File: src/rtl/muldiv_ex_unit.sv
// RV32M multiply/divide EX unit: restoring divider with quotient/remainder operand cache.
// Define MULDIV_FAST_MUL_EN for a single-cycle multiplier; otherwise multiplies iterate shift-add.
module muldiv_ex_unit #(
  parameter int XLEN     = 32,
  parameter int DIV_BITS = 1
) (
  input  logic            clk,
  input  logic            rst_pipe,
  input  logic            start_ex,
  input  logic [2:0]      muldiv_code_ex,
  input  logic [XLEN-1:0] rs1_sel,
  input  logic [XLEN-1:0] rs2_sel,
  input  logic [4:0]      rd_adr_ex,
  input  logic            kill,
  output logic            busy,
  output logic            done,
  output logic [XLEN-1:0] result,
  output logic [4:0]      rd_adr_done
);
  localparam int CW = $clog2(XLEN + 1);
  localparam int K  = XLEN / DIV_BITS;
  localparam logic [XLEN-1:0] MOST_NEG = {1'b1, {(XLEN-1){1'b0}}};

  typedef enum logic [1:0] {IDLE, MUL, DIV, FIN} state_t;

  state_t          state;
  logic [CW-1:0]   cnt;
  logic [1:0]      code_q;
  logic            neg_q, rneg_q;
  logic [XLEN-1:0] rs1_q, rs2_q;
  logic [XLEN-1:0] acc_q, sh_q, opd_q;
  logic            c_valid, c_signed, c_is_rem;
  logic [XLEN-1:0] c_rs1, c_rs2, c_quo, c_rem;

  logic            is_div, div_signed, a_neg, b_neg;
  logic            div_zero, div_ovf, c_hit, div_short;
  logic [XLEN-1:0] abs_a, abs_b, sq, sr;

  always_comb begin
    is_div     = muldiv_code_ex[2];
    div_signed = ~muldiv_code_ex[0];
    if (is_div) begin
      a_neg = div_signed & rs1_sel[XLEN-1];
      b_neg = div_signed & rs2_sel[XLEN-1];
    end else begin
      // MULH and MULHSU take rs1 signed; only MULH takes rs2 signed
      a_neg = (muldiv_code_ex[1] ^ muldiv_code_ex[0]) & rs1_sel[XLEN-1];
      b_neg = (muldiv_code_ex[1:0] == 2'b01) & rs2_sel[XLEN-1];
    end
    abs_a    = a_neg ? -rs1_sel : rs1_sel;
    abs_b    = b_neg ? -rs2_sel : rs2_sel;
    div_zero = (rs2_sel == '0);
    div_ovf  = div_signed & (rs1_sel == MOST_NEG) & (rs2_sel == '1);
    c_hit    = c_valid & (c_rs1 == rs1_sel) & (c_rs2 == rs2_sel) &
               (c_signed == div_signed) & (c_is_rem != muldiv_code_ex[1]);
    sq = c_quo;
    sr = c_rem;
    if (div_zero) begin
      sq = '1;
      sr = rs1_sel;
    end else if (div_ovf) begin
      sq = MOST_NEG;
      sr = '0;
    end
    div_short = div_zero | div_ovf | c_hit;
  end

  logic [XLEN-1:0] d_rem, d_quo, d_fq, d_fr;
  logic [XLEN:0]   d_trial;

  always_comb begin
    d_rem   = acc_q;
    d_quo   = sh_q;
    d_trial = '0;
    for (int unsigned i = 0; i < DIV_BITS; i++) begin
      d_trial = {d_rem, d_quo[XLEN-1]} - {1'b0, opd_q};
      if (d_trial[XLEN])
        d_rem = {d_rem[XLEN-2:0], d_quo[XLEN-1]};
      else
        d_rem = d_trial[XLEN-1:0];
      d_quo = {d_quo[XLEN-2:0], ~d_trial[XLEN]};
    end
    d_fq = neg_q  ? -d_quo : d_quo;
    d_fr = rneg_q ? -d_rem : d_rem;
  end

`ifdef MULDIV_FAST_MUL_EN
  logic signed [2*XLEN+1:0] f_prod;
  logic [XLEN-1:0]          f_res;

  always_comb begin
    f_prod = $signed({a_neg, rs1_sel}) * $signed({b_neg, rs2_sel});
    f_res  = (muldiv_code_ex[1:0] == 2'b00) ? f_prod[XLEN-1:0] : f_prod[2*XLEN-1:XLEN];
  end
`else
  logic [XLEN:0]     m_sum;
  logic [2*XLEN-1:0] m_prod, m_fin;
  logic [XLEN-1:0]   m_res;

  // acc_q:sh_q is the running product; the multiplier drains out of sh_q's low end
  always_comb begin
    m_sum  = {1'b0, acc_q} + (sh_q[0] ? {1'b0, opd_q} : '0);
    m_prod = {m_sum, sh_q[XLEN-1:1]};
    m_fin  = neg_q ? -m_prod : m_prod;
    m_res  = (code_q == 2'b00) ? m_fin[XLEN-1:0] : m_fin[2*XLEN-1:XLEN];
  end
`endif

  assign busy = ((state == IDLE) & start_ex & ~kill) | (state == MUL) | (state == DIV);

  always_ff @(posedge clk) begin
    if (rst_pipe) begin
      state       <= IDLE;
      done        <= 1'b0;
      result      <= '0;
      rd_adr_done <= '0;
      cnt         <= '0;
      code_q      <= '0;
      neg_q       <= 1'b0;
      rneg_q      <= 1'b0;
      rs1_q       <= '0;
      rs2_q       <= '0;
      acc_q       <= '0;
      sh_q        <= '0;
      opd_q       <= '0;
      c_valid     <= 1'b0;
      c_signed    <= 1'b0;
      c_is_rem    <= 1'b0;
      c_rs1       <= '0;
      c_rs2       <= '0;
      c_quo       <= '0;
      c_rem       <= '0;
    end else if (kill) begin
      state   <= IDLE;
      done    <= 1'b0;
      c_valid <= 1'b0;
    end else begin
      done <= 1'b0;
      case (state)
        IDLE: begin
          if (start_ex) begin
            code_q      <= muldiv_code_ex[1:0];
            rs1_q       <= rs1_sel;
            rs2_q       <= rs2_sel;
            rd_adr_done <= rd_adr_ex;
            neg_q       <= a_neg ^ b_neg;
            rneg_q      <= a_neg;
            cnt         <= '0;
            acc_q       <= '0;
            if (is_div) begin
              sh_q  <= abs_a;
              opd_q <= abs_b;
              if (div_short) begin
                result   <= muldiv_code_ex[1] ? sr : sq;
                c_valid  <= 1'b1;
                c_rs1    <= rs1_sel;
                c_rs2    <= rs2_sel;
                c_signed <= div_signed;
                c_is_rem <= muldiv_code_ex[1];
                c_quo    <= sq;
                c_rem    <= sr;
                done     <= 1'b1;
                state    <= FIN;
              end else begin
                state <= DIV;
              end
            end else begin
`ifdef MULDIV_FAST_MUL_EN
              result <= f_res;
              done   <= 1'b1;
              state  <= FIN;
`else
              sh_q  <= abs_b;
              opd_q <= abs_a;
              state <= MUL;
`endif
            end
          end
        end
        DIV: begin
          acc_q <= d_rem;
          sh_q  <= d_quo;
          cnt   <= cnt + CW'(1);
          if (cnt == CW'(K - 1)) begin
            result   <= code_q[1] ? d_fr : d_fq;
            c_valid  <= 1'b1;
            c_rs1    <= rs1_q;
            c_rs2    <= rs2_q;
            c_signed <= ~code_q[0];
            c_is_rem <= code_q[1];
            c_quo    <= d_fq;
            c_rem    <= d_fr;
            done     <= 1'b1;
            state    <= FIN;
          end
        end
`ifndef MULDIV_FAST_MUL_EN
        MUL: begin
          acc_q <= m_prod[2*XLEN-1:XLEN];
          sh_q  <= m_prod[XLEN-1:0];
          cnt   <= cnt + CW'(1);
          if (cnt == CW'(XLEN - 1)) begin
            result <= m_res;
            done   <= 1'b1;
            state  <= FIN;
          end
        end
`endif
        FIN:     state <= IDLE;
        default: state <= IDLE;
      endcase
    end
  end

endmodule
File: config.mk
export PLATFORM = sky130hd
export DESIGN_NAME = muldiv_ex_unit
export DESIGN_NICKNAME = d
export VERILOG_FILES = /design/src/rtl/muldiv_ex_unit.sv
export SDC_FILE = /design/constraint.sdc
export NUM_CORES = 1
export LEC_CHECK = 0
export ABC_AREA = 0
export BUFFER_PORTS_ARGS = -buffer_cell sky130_fd_sc_hd__buf_2
export CAP_MARGIN = 5
export CORE_ASPECT_RATIO = 0.75
export CORE_MARGIN = 2
export CORE_UTILIZATION = 42
export CTS_CLUSTER_SIZE = 10
export DETAILED_ROUTE_END_ITERATION = 10
export PLACE_DENSITY = 0.66
export SYNTH_ARGS = -nofsm -noshare
export SYNTH_HDL_FRONTEND = slang
export SYNTH_SLANG_ARGS = --single-unit
File: constraint.sdc
create_clock -name clk -period 4.72 [get_ports clk]
set_input_delay 0.472 -clock clk [delete_from_list [all_inputs] [get_ports clk]]
set_output_delay 0.472 -clock clk [all_outputs]
set_load 0.005 [all_outputs]
# Yosys cells after proc, flatten, opt, wreduce, memory -nomap -nowiden
# Index checks and enable logic that the tools add are counted.
[op_classes] bitwise_logic=22 addsub=8 order_cmp=0 div_mod_pow=0 n_mul=0 shift=0 reduce_logical=15 eq_ne=17 muxes=75
[op_table] cell="$mux W32" n=38
[op_table] cell="$pmux W32 S3" n=3
[op_table] cell="$pmux W32 S2" n=4
[op_table] cell="$neg A32 Y32" n=4
[op_table] cell="$eq A32 B32 Y1" n=2
[op_table] cell="$eq A32 B32 Y1 const B" n=2
[op_table] cell="$mux W64" n=1
[op_table] cell="$neg A64 Y64" n=1
[op_table] cell="$add A32 B32 Y33" n=1
[op_table] cell="$sub A33 B32 Y33" n=1
[op_table] cell="$logic_not A32 Y1" n=1
[op_table] cell="$mux W1" n=19
[op_table] cell="$and A1 B1 Y1" n=12
[op_table] cell="$pmux W6 S2" n=1
[op_table] cell="$reduce_and A3 Y1" n=3
[op_table] cell="$pmux W1 S2" n=4
[op_table] cell="$reduce_and A7 Y1" n=1
[op_table] cell="$add A6 B1 Y6 const B" n=1
[op_table] cell="$eq A6 B5 Y1 const B" n=1
[op_table] cell="$mux W2" n=3
[op_table] cell="$mux W6" n=1
[op_table] cell="$ne A2 B1 Y1 const B" n=3
[op_table] cell="$ne A2 B2 Y1 const B" n=3
[op_table] cell="$pmux W2 S3" n=1
[op_table] cell="14 further kinds" n=26
[totals] latch_bits=0 memories=0 ramBits=0 mem_bits_ro=0 word_cells=157 ff_bits=341 input_bits=76 out_inout_bits=39

# Logic depth before layout (Yosys ltp)
# Gate-level depths: netlist of the first run.
[depth] depth_word=10 depth_mapped=22 depth_no_buf=19

# Worst setup path after synthesis of the first run
# OpenSTA, ideal clock, no wires.
[synth_path] kind="flip-flop to flip-flop" start="reg sh_q[31]" end="reg result[20]" setup_ps=129 stages_incl_launch_ff=22 path_slack_ps=195 synth_period_minus_slack_ps=4525 arrival_time_ps=4396 cell_sequence="dfxtp_1 > clkbuf_1 > inv_1 > ha_1 > fa_1 > nand2b_1 > a21boi_1 > o31ai_2 > a211oi_1 > o21a_1 > nor2_2 > inv_2 > clkbuf_1 > buf_1 > ha_1 > inv_1 > nand2_1 > nand2_1 > xor2_1 > and2_1 > a2111oi_0 > nor2_1"
[synth_via] elab_chain_cells=7 word_cells_on_any_way=14 classes_between="add/sub (4); mux (9); bitwise (1)"
[synth_rtl] element="start: declaration" line_no="31" text="logic [XLEN-1:0] acc_q, sh_q, opd_q;"
[synth_rtl] element="start signal: assignment" line_no="151" text="sh_q <= abs_a;"
[synth_rtl] element="start signal: assignment" line_no="173" text="sh_q <= abs_b;"
[synth_rtl] element="start signal: assignment" line_no="182" text="sh_q <= d_quo;"
[synth_rtl] element="$sub A33 B32 Y33" line_no="76" text="d_trial = {d_rem, d_quo[XLEN-1]} - {1'b0, opd_q};"
[synth_rtl] element="$mux W32 or $not A1 Y1 (tied branches)" line_no="77, 81"
[synth_rtl] element="$neg A32 Y32 (on tied branches)" line_no="84, 83"
[synth_rtl] element="$mux W32 (on tied branches)" line_no="84, 83"
[synth_rtl] element="$mux W32" line_no="185" text="result <= code_q[1] ? d_fr : d_fq;"
[synth_rtl] element="$mux W32" line_no="184" text="if (cnt == CW'(K - 1)) begin"
[synth_rtl] element="$pmux W32 S3 (*)" line_no="139" text="case (state)"
[synth_rtl] element="end signal: assignment" line_no="154" text="result <= muldiv_code_ex[1] ? sr : sq;"
[synth_rtl] element="end signal: assignment" line_no="185"
[synth_rtl] element="end signal: assignment" line_no="203" text="result <= m_res;"
[synth_rtl] element="end: declaration" line_no="17" text="output logic [XLEN-1:0] result,"
# Mark *: on every way between the ends. The rest lies on a longest branch, timed or not. The select of a mux whose other input is x is not followed.
# A chain may end at the register's enable or synchronous reset.

# Final worst setup path of the first run
[layout_path] start="reg opd_q[18]" end="reg result[31]"
[layout_via] elab_chain_cells=7 word_cells_on_any_way=16 classes_between="add/sub (5); mux (10); bitwise (1)"
[layout_rtl] element="start: declaration" line_no="31"
[layout_rtl] element="start signal: assignment" line_no="152" text="opd_q <= abs_b;"
[layout_rtl] element="start signal: assignment" line_no="174" text="opd_q <= abs_a;"
[layout_rtl] element="$mux W32 or $sub A33 B32 Y33 (tied branches)" line_no="102, 76"
[layout_rtl] element="$add A32 B32 Y33 (tied with other cells)" line_no="102" text="m_sum = {1'b0, acc_q} + (sh_q[0] ? {1'b0, opd_q} : '0);"
[layout_rtl] element="$neg A64 Y64 (tied with other cells)" line_no="104" text="m_fin = neg_q ? -m_prod : m_prod;"
[layout_rtl] element="$mux W64 (tied with other cells)" line_no="104"
[layout_rtl] element="$mux W32 (on tied branches)" line_no="105, 185"
[layout_rtl] element="$mux W32 (on tied branches)" line_no="202, 184"
[layout_rtl] element="$pmux W32 S3 (*)" line_no="139"
# Marks and branches as above.

==> flow_metrics.tcl, run 1 <==
set metrics [dict create \
    min_period_over_period 0.9665 \
    die_h_um 222.0 \
    finalNonFillerCells 4694 \
    syn2layout_area_growth_pct 14.47 \
    syn-num-nets 3909 \
    seq_area_frac_synth 0.2565 \
    grt_use_total 0.3425 \
    max_stage_delay_ns 0.51 \
    synth-seq-cells 341 \
    grt_pass1_wl_mm 171.9 \
    power.total_mw 9.041 \
    slew_viol_final 0 \
    worst_ep_required_time_ns 5.15 \
    ir_drop_v 0.0002388 \
    synth_xor_xnor_area_share 0.07831 \
    final_common_cell "nand2_1" \
    synth_ff_type "dfxtp_1" \
    synthAdderAreaFrac 0.03676 \
    synth-simple-area-share 0.2270 \
    grt_pass1_vias 26330 \
    synth_compound_area_frac 0.2974 \
    drv_cap 0 \
    synth_edf_count 0 \
    path_max_fanout 11 \
    finalSetupViolCount 0 \
    clk_latency_ns 0.58 \
    mostFrequentLayoutCells "nand2_1 (479), nor2_1 (425), a21oi_1 (361)" \
    status "finished, final reports clean" \
    fin_crit_ns 4.562 \
    drt_pass1_iterations 6 \
    drtIter0Drc 4549 \
    vias_per_cell 6.394 \
    fmax_mhz 219.2 \
    clockBufferDepth 3 \
    drtAntennaViolNets 0 \
    grt_max_degree 159 \
    row_count 79 \
    synth_top_family_by_area "compound AO/OA/AOI/OAI gates" \
    avgSynthCellArea_um2 7.087 \
    finClkSkew_ns 0.02984 \
    post-route-util 0.4886 \
    path_clk_slew_ns 0.06 \
    cts_htree_levels 2 \
    cts_sinks 341 \
    initial_utilization 0.4268 \
    drive_gt1_frac 0.1353 \
    hold_violations 0 \
    vias 30010 \
    cts_made_buffers 41 \
    crit_type "reg2reg" \
    slowest_stage "o21ai_1" \
    dieArea_um2 65430 \
    cts_root_buf "clkbuf_16" \
    tightest_slew_ns 1.191 \
    worstPathCellList "inv_1 -> ha_1 -> nand2_1 -> o21ai_1 -> a211oi_1 -> o21ai_1 -> nor3_1 -> buf_4 -> o21ai_0 -> buf_4 -> o21ai_0 -> xnor2_1 -> nor2b_1 -> a2111oi_2 -> o21a_1 -> a211oi_2" \
    pin_count 115 \
    dp_hpwl_mm 88.18 \
    ys_types 92 \
    startpoint_type "register" \
    p_per_area_nw_per_um2 296.7 \
    gp_congestion 1.032 \
    synth.area.mux_share 0.04212 \
    synthArstFlopShare 0 \
    place_inst 4637 \
    syn_area_um2 26620 \
    end_kind "register" \
    post_drt_wl_per_cell_um 24.79 \
    power.leakage_nw 11.40 \
    min_path_type "in2reg" \
    die_x_um 294.7 \
    port_buffers 114 \
    drc 0 \
    finalNetCount 3986 \
    synthCells 3756 \
    antenna_found_initial 3 \
    yosysWarnings 0 \
    cts_tree "yes" \
    wirelength_mm 116.4 \
    arrival_ns 4.99 \
    grt_overflow 0 \
    core_um2 62370 \
    relSlewSlack 0.2040 \
]
==> through the flow <==
step           instance area, um2  hold WS, ns  TNS (ns)  setup WS, ns
2_1_floorplan               26620       0.4284         0        0.1951
3_3_place_gp                29170       0.4366  -0.09765      -0.09765
3_5_place_dp                29170       0.4435  -0.09497      -0.09416
4_1_cts                     30320       0.1335         0       0.06112
5_1_grt                     30470       0.1473  -0.01107      -0.01107
6_report                    30470       0.1261         0        0.1582
==> registers in the layout, summed over array words and instances, names as in the netlist, 5 cells and up <==
register and count:
sh_q 32, c_rs2 32, c_rem 32, rd_adr_done 5, rs2_q 32, c_quo 32
c_rs1 32, opd_q 32, acc_q 32, cnt 6, rs1_q 32, result 32
==> area by class of cell <==
type / count / area, um2
fillers: 6230 / 31900
multi-input cells: 2981 / 18370
flip-flops and latches: 341 / 6828
repair buffers: 380 / 2740
clock buffers: 48 / 1082
well taps: 850 / 1064
inverters: 88 / 330.3
clock inverters: 4 / 55.05
diodes: 2 / 5.005
==> worst max-delay path, delay by kind of cell (launching register included) <==
family / cells / cell delay, ns
DFF: 1 / 0.39
AOI/OAI and AO/OA: 8 / 2.14
adders and majority gates: 1 / 0.43
buffers and inverters: 3 / 0.57
xor gates and xnor gates: 1 / 0.30
and+or+nand+nor: 3 / 0.57
==> synthesized netlist by cell type (32+ instances only) <==
library cell | instances | area share
a211oi_1 | 163 | 0.046
a21o_1 | 32 | 0.0090
a21oi_1 | 364 | 0.068
a22oi_1 | 79 | 0.022
a31oi_1 | 33 | 0.0078
clkbuf_1 | 311 | 0.044
dfxtp_1 | 341 | 0.26
ha_1 | 75 | 0.035
inv_1 | 82 | 0.012
mux2i_1 | 103 | 0.039
nand2_1 | 480 | 0.068
nand3_1 | 40 | 0.0075
nand4_1 | 38 | 0.0089
nor2_1 | 430 | 0.061
nor3_1 | 110 | 0.021
nor4_1 | 37 | 0.0087
o211ai_1 | 54 | 0.015
o21ai_0 | 189 | 0.036
o21ai_1 | 36 | 0.0068
o31ai_1 | 33 | 0.0093
or3_1 | 39 | 0.0092
xnor2_1 | 137 | 0.045
xor2_1 | 101 | 0.033
==> routing by layer <==
metal	up-vias	routed length, um	global-route usage
met3	207	18580	0.1343
met2	2007	43400	0.4408
met1	14130	50330	0.5071
met5	-	0	0
li1	13670	-	-
met4	0	4031	0.1093
==> what timing repair did <==
item                       4_1_cts  5_1_grt
buffers inserted                 0        3
hold buffers                     0        0
pin swaps                        0        5
setup endpoints to repair        3       27
gates resized for setup          2       31
==> where the power goes <==
group | switching (mW) | internal (mW) | total (mW)
clock network | 1.31 | 1.65 | 2.96
registers | 0.110 | 3.00 | 3.11
logic | 1.99 | 0.986 | 2.97
==> kinds of logic (layout without fill, tap and decap cells) <==
group           Yosys count  count (layout)
flops                   341             341
simple gates           1338            1338
compound gates         1217            1217
mux                     111             111
buf+inv                 434             520
fa+ha+maj                77              77
xor+xnor                238             238
other cells               0               2
==> final timing paths <==
| kind | from | to | slack (ns) | depth (start not counted) |
|---|---|---|---|---|
| worst max-delay path | opd_q[18] | result[31] | 0.16 | 16 |
| worst min-delay path | rd_adr_ex[0] | rd_adr_done[0] | 0.13 | 3 |
| worst max register to register | opd_q[18] | result[31] | 0.16 | 16 |
| worst min register to register | opd_q[10] | opd_q[10] | 0.45 | 2 |
No activity file was read; power rests on OpenSTA's default activity.
==> inputs of run 2 (changes only) <==
Settings changed: CORE_ASPECT_RATIO 0.75 to 1.75.
==> run 2 against run 1 <==
Against the previous run:
- the run now ends with DRC left
- maximum frequency is 0.69% lower
- sequential share of layout area down 0.17 points
- clock-buffer cell count is 2 lower
- critical endpoint is now result[14]
- largest power group unchanged
- highest routed layer is now met5
==> flow_metrics.tcl, run 2 (synthesis gave the netlist of run 1 again) <==
set metrics [dict create \
    finalNetCount 4027 \
    finalSetupViolCount 0 \
    pre_cts_ws_ns -0.1139 \
    cts_made_buffers 40 \
    relSlewSlack 0.2806 \
    final_common_cell "nand2_1" \
    worst_ep_required_time_ns 5.17 \
    ir_drop_v 0.0003349 \
    grt_setup_unrepaired "false" \
    antenna_found_initial 8 \
    hold_violations 0 \
    arrival_ns 5.05 \
    startpoint_type "register" \
    dieArea_um2 65490 \
    core_um2 63040 \
    clk_latency_ns 0.58 \
    finClkSkew_ns 0.03255 \
    row_count 122 \
    grt_max_degree 120 \
    crit_type "reg2reg" \
    fin_crit_ns 4.593 \
    cts_htree_levels 2 \
    clockBufferDepth 3 \
    power.leakage_nw 11.55 \
    drtAntennaViolNets 0 \
    vias_per_cell 6.455 \
    grt_pass1_wl_mm 189.8 \
    port_buffers 114 \
    min_period_over_period 0.9732 \
    wirelength_mm 129.6 \
    dp_hpwl_mm 97.97 \
    path_clk_slew_ns 0.06 \
    gp_congestion 1.083 \
    end_kind "register" \
    vias 30270 \
    mostFrequentLayoutCells "nand2_1 (479), nor2_1 (424), a21oi_1 (362)" \
    drc 4 \
    cts_root_buf "clkbuf_16" \
    pin_count 115 \
    status "finished with violations" \
    drt_pass1_iterations 11 \
    grt_use_total 0.3884 \
    initial_utilization 0.4222 \
    slew_viol_final 0 \
    cts_tree "yes" \
    drtIter0Drc 2796 \
    drv_cap 0 \
    fmax_mhz 217.7 \
    layout_setup_ws_ns 0.1267 \
    violations "DRC" \
    p_per_area_nw_per_um2 295.0 \
    grt_overflow 0 \
    grt_pass1_vias 29460 \
    cts_sinks 341 \
    post_drt_wl_per_cell_um 27.64 \
    die_x_um 194.3 \
    tightest_slew_ns 1.075 \
    finalNonFillerCells 4689 \
    cts_hold_buf 0 \
    syn2layout_area_growth_pct 15.33 \
    min_path_type "in2reg" \
    path_max_fanout 28 \
    tns_ns 0 \
    drive_gt1_frac 0.1449 \
    die_h_um 337.0 \
    place_inst 4634 \
]
-- run 2: final cells by class --
cell class | count | area [um2]
timing repair buffer | 422 | 3030
multi-input combinational | 2981 | 18420
tap | 806 | 1008
clock buffer | 46 | 1045
inverter | 88 | 330.3
antenna | 4 | 10.01
clock inverter | 1 | 30.03
sequential | 341 | 6828
fill | 6490 | 32340
-- run 2: path summary, 6_finish.rpt --
check,startpoint,end,slack [ns],cells after the start
worst max-delay path,sh_q[0],result[14],0.13,17
worst min-delay path,rd_adr_ex[1],rd_adr_done[1],0.14,3
worst max register to register,sh_q[0],result[14],0.13,17
worst min register to register,rd_adr_done[1],rd_adr_done[1],0.45,2
-- run 2: worst max-delay path, cell delays in order (launching register included) --
cell and delay (ns):
dfxtp_1 0.34, inv_1 0.21, buf_12 0.22, nor2_1 0.06
ha_1 0.34, and4_1 0.24, buf_4 0.16, a21boi_1 0.15
or3_1 0.38, a221oi_4 0.39, nand3_2 0.15, buf_4 0.17
o31ai_2 0.28, xnor2_1 0.13, o211ai_1 0.79, nand2_1 0.15
a31oi_2 0.22, nor3_1 0.06
-- run 2: power breakdown --
group	switching (mW)	internal, mW
logic	2.05	1.01
registers	0.124	3.00
clock network	1.27	1.59
total	3.45	5.61
-- run 2: what timing repair did --
item                                   4_1_cts  5_1_grt
pin swaps                                    0       11
setup buffers                                0        4
endpoints found under the hold margin        0        0
setup endpoints to repair                    4       32
resized for setup                            3       41
-- run 2: per-stage QoR --
stage          area, um2  utilization  hold slack [ns]  power, mW
4_1_cts            30480       0.4835           0.1335      8.901
5_1_grt            30690       0.4869           0.1661      9.323
3_5_place_dp       29400       0.4663           0.4430      6.060
2_1_floorplan      26620            -           0.4284      4.854
3_3_place_gp       29400       0.4663           0.4377      6.055
6_report           30700       0.4870           0.1434      9.056
-- run 2: per-layer routing --
layer	global-route usage	vias up	share of wire
li1	-	13740	-
met5	0	-	0.00025
met3	0.06552	661	0.078
met4	0.4054	6	0.13
met1	0.3811	14180	0.32
met2	0.6766	1685	0.47
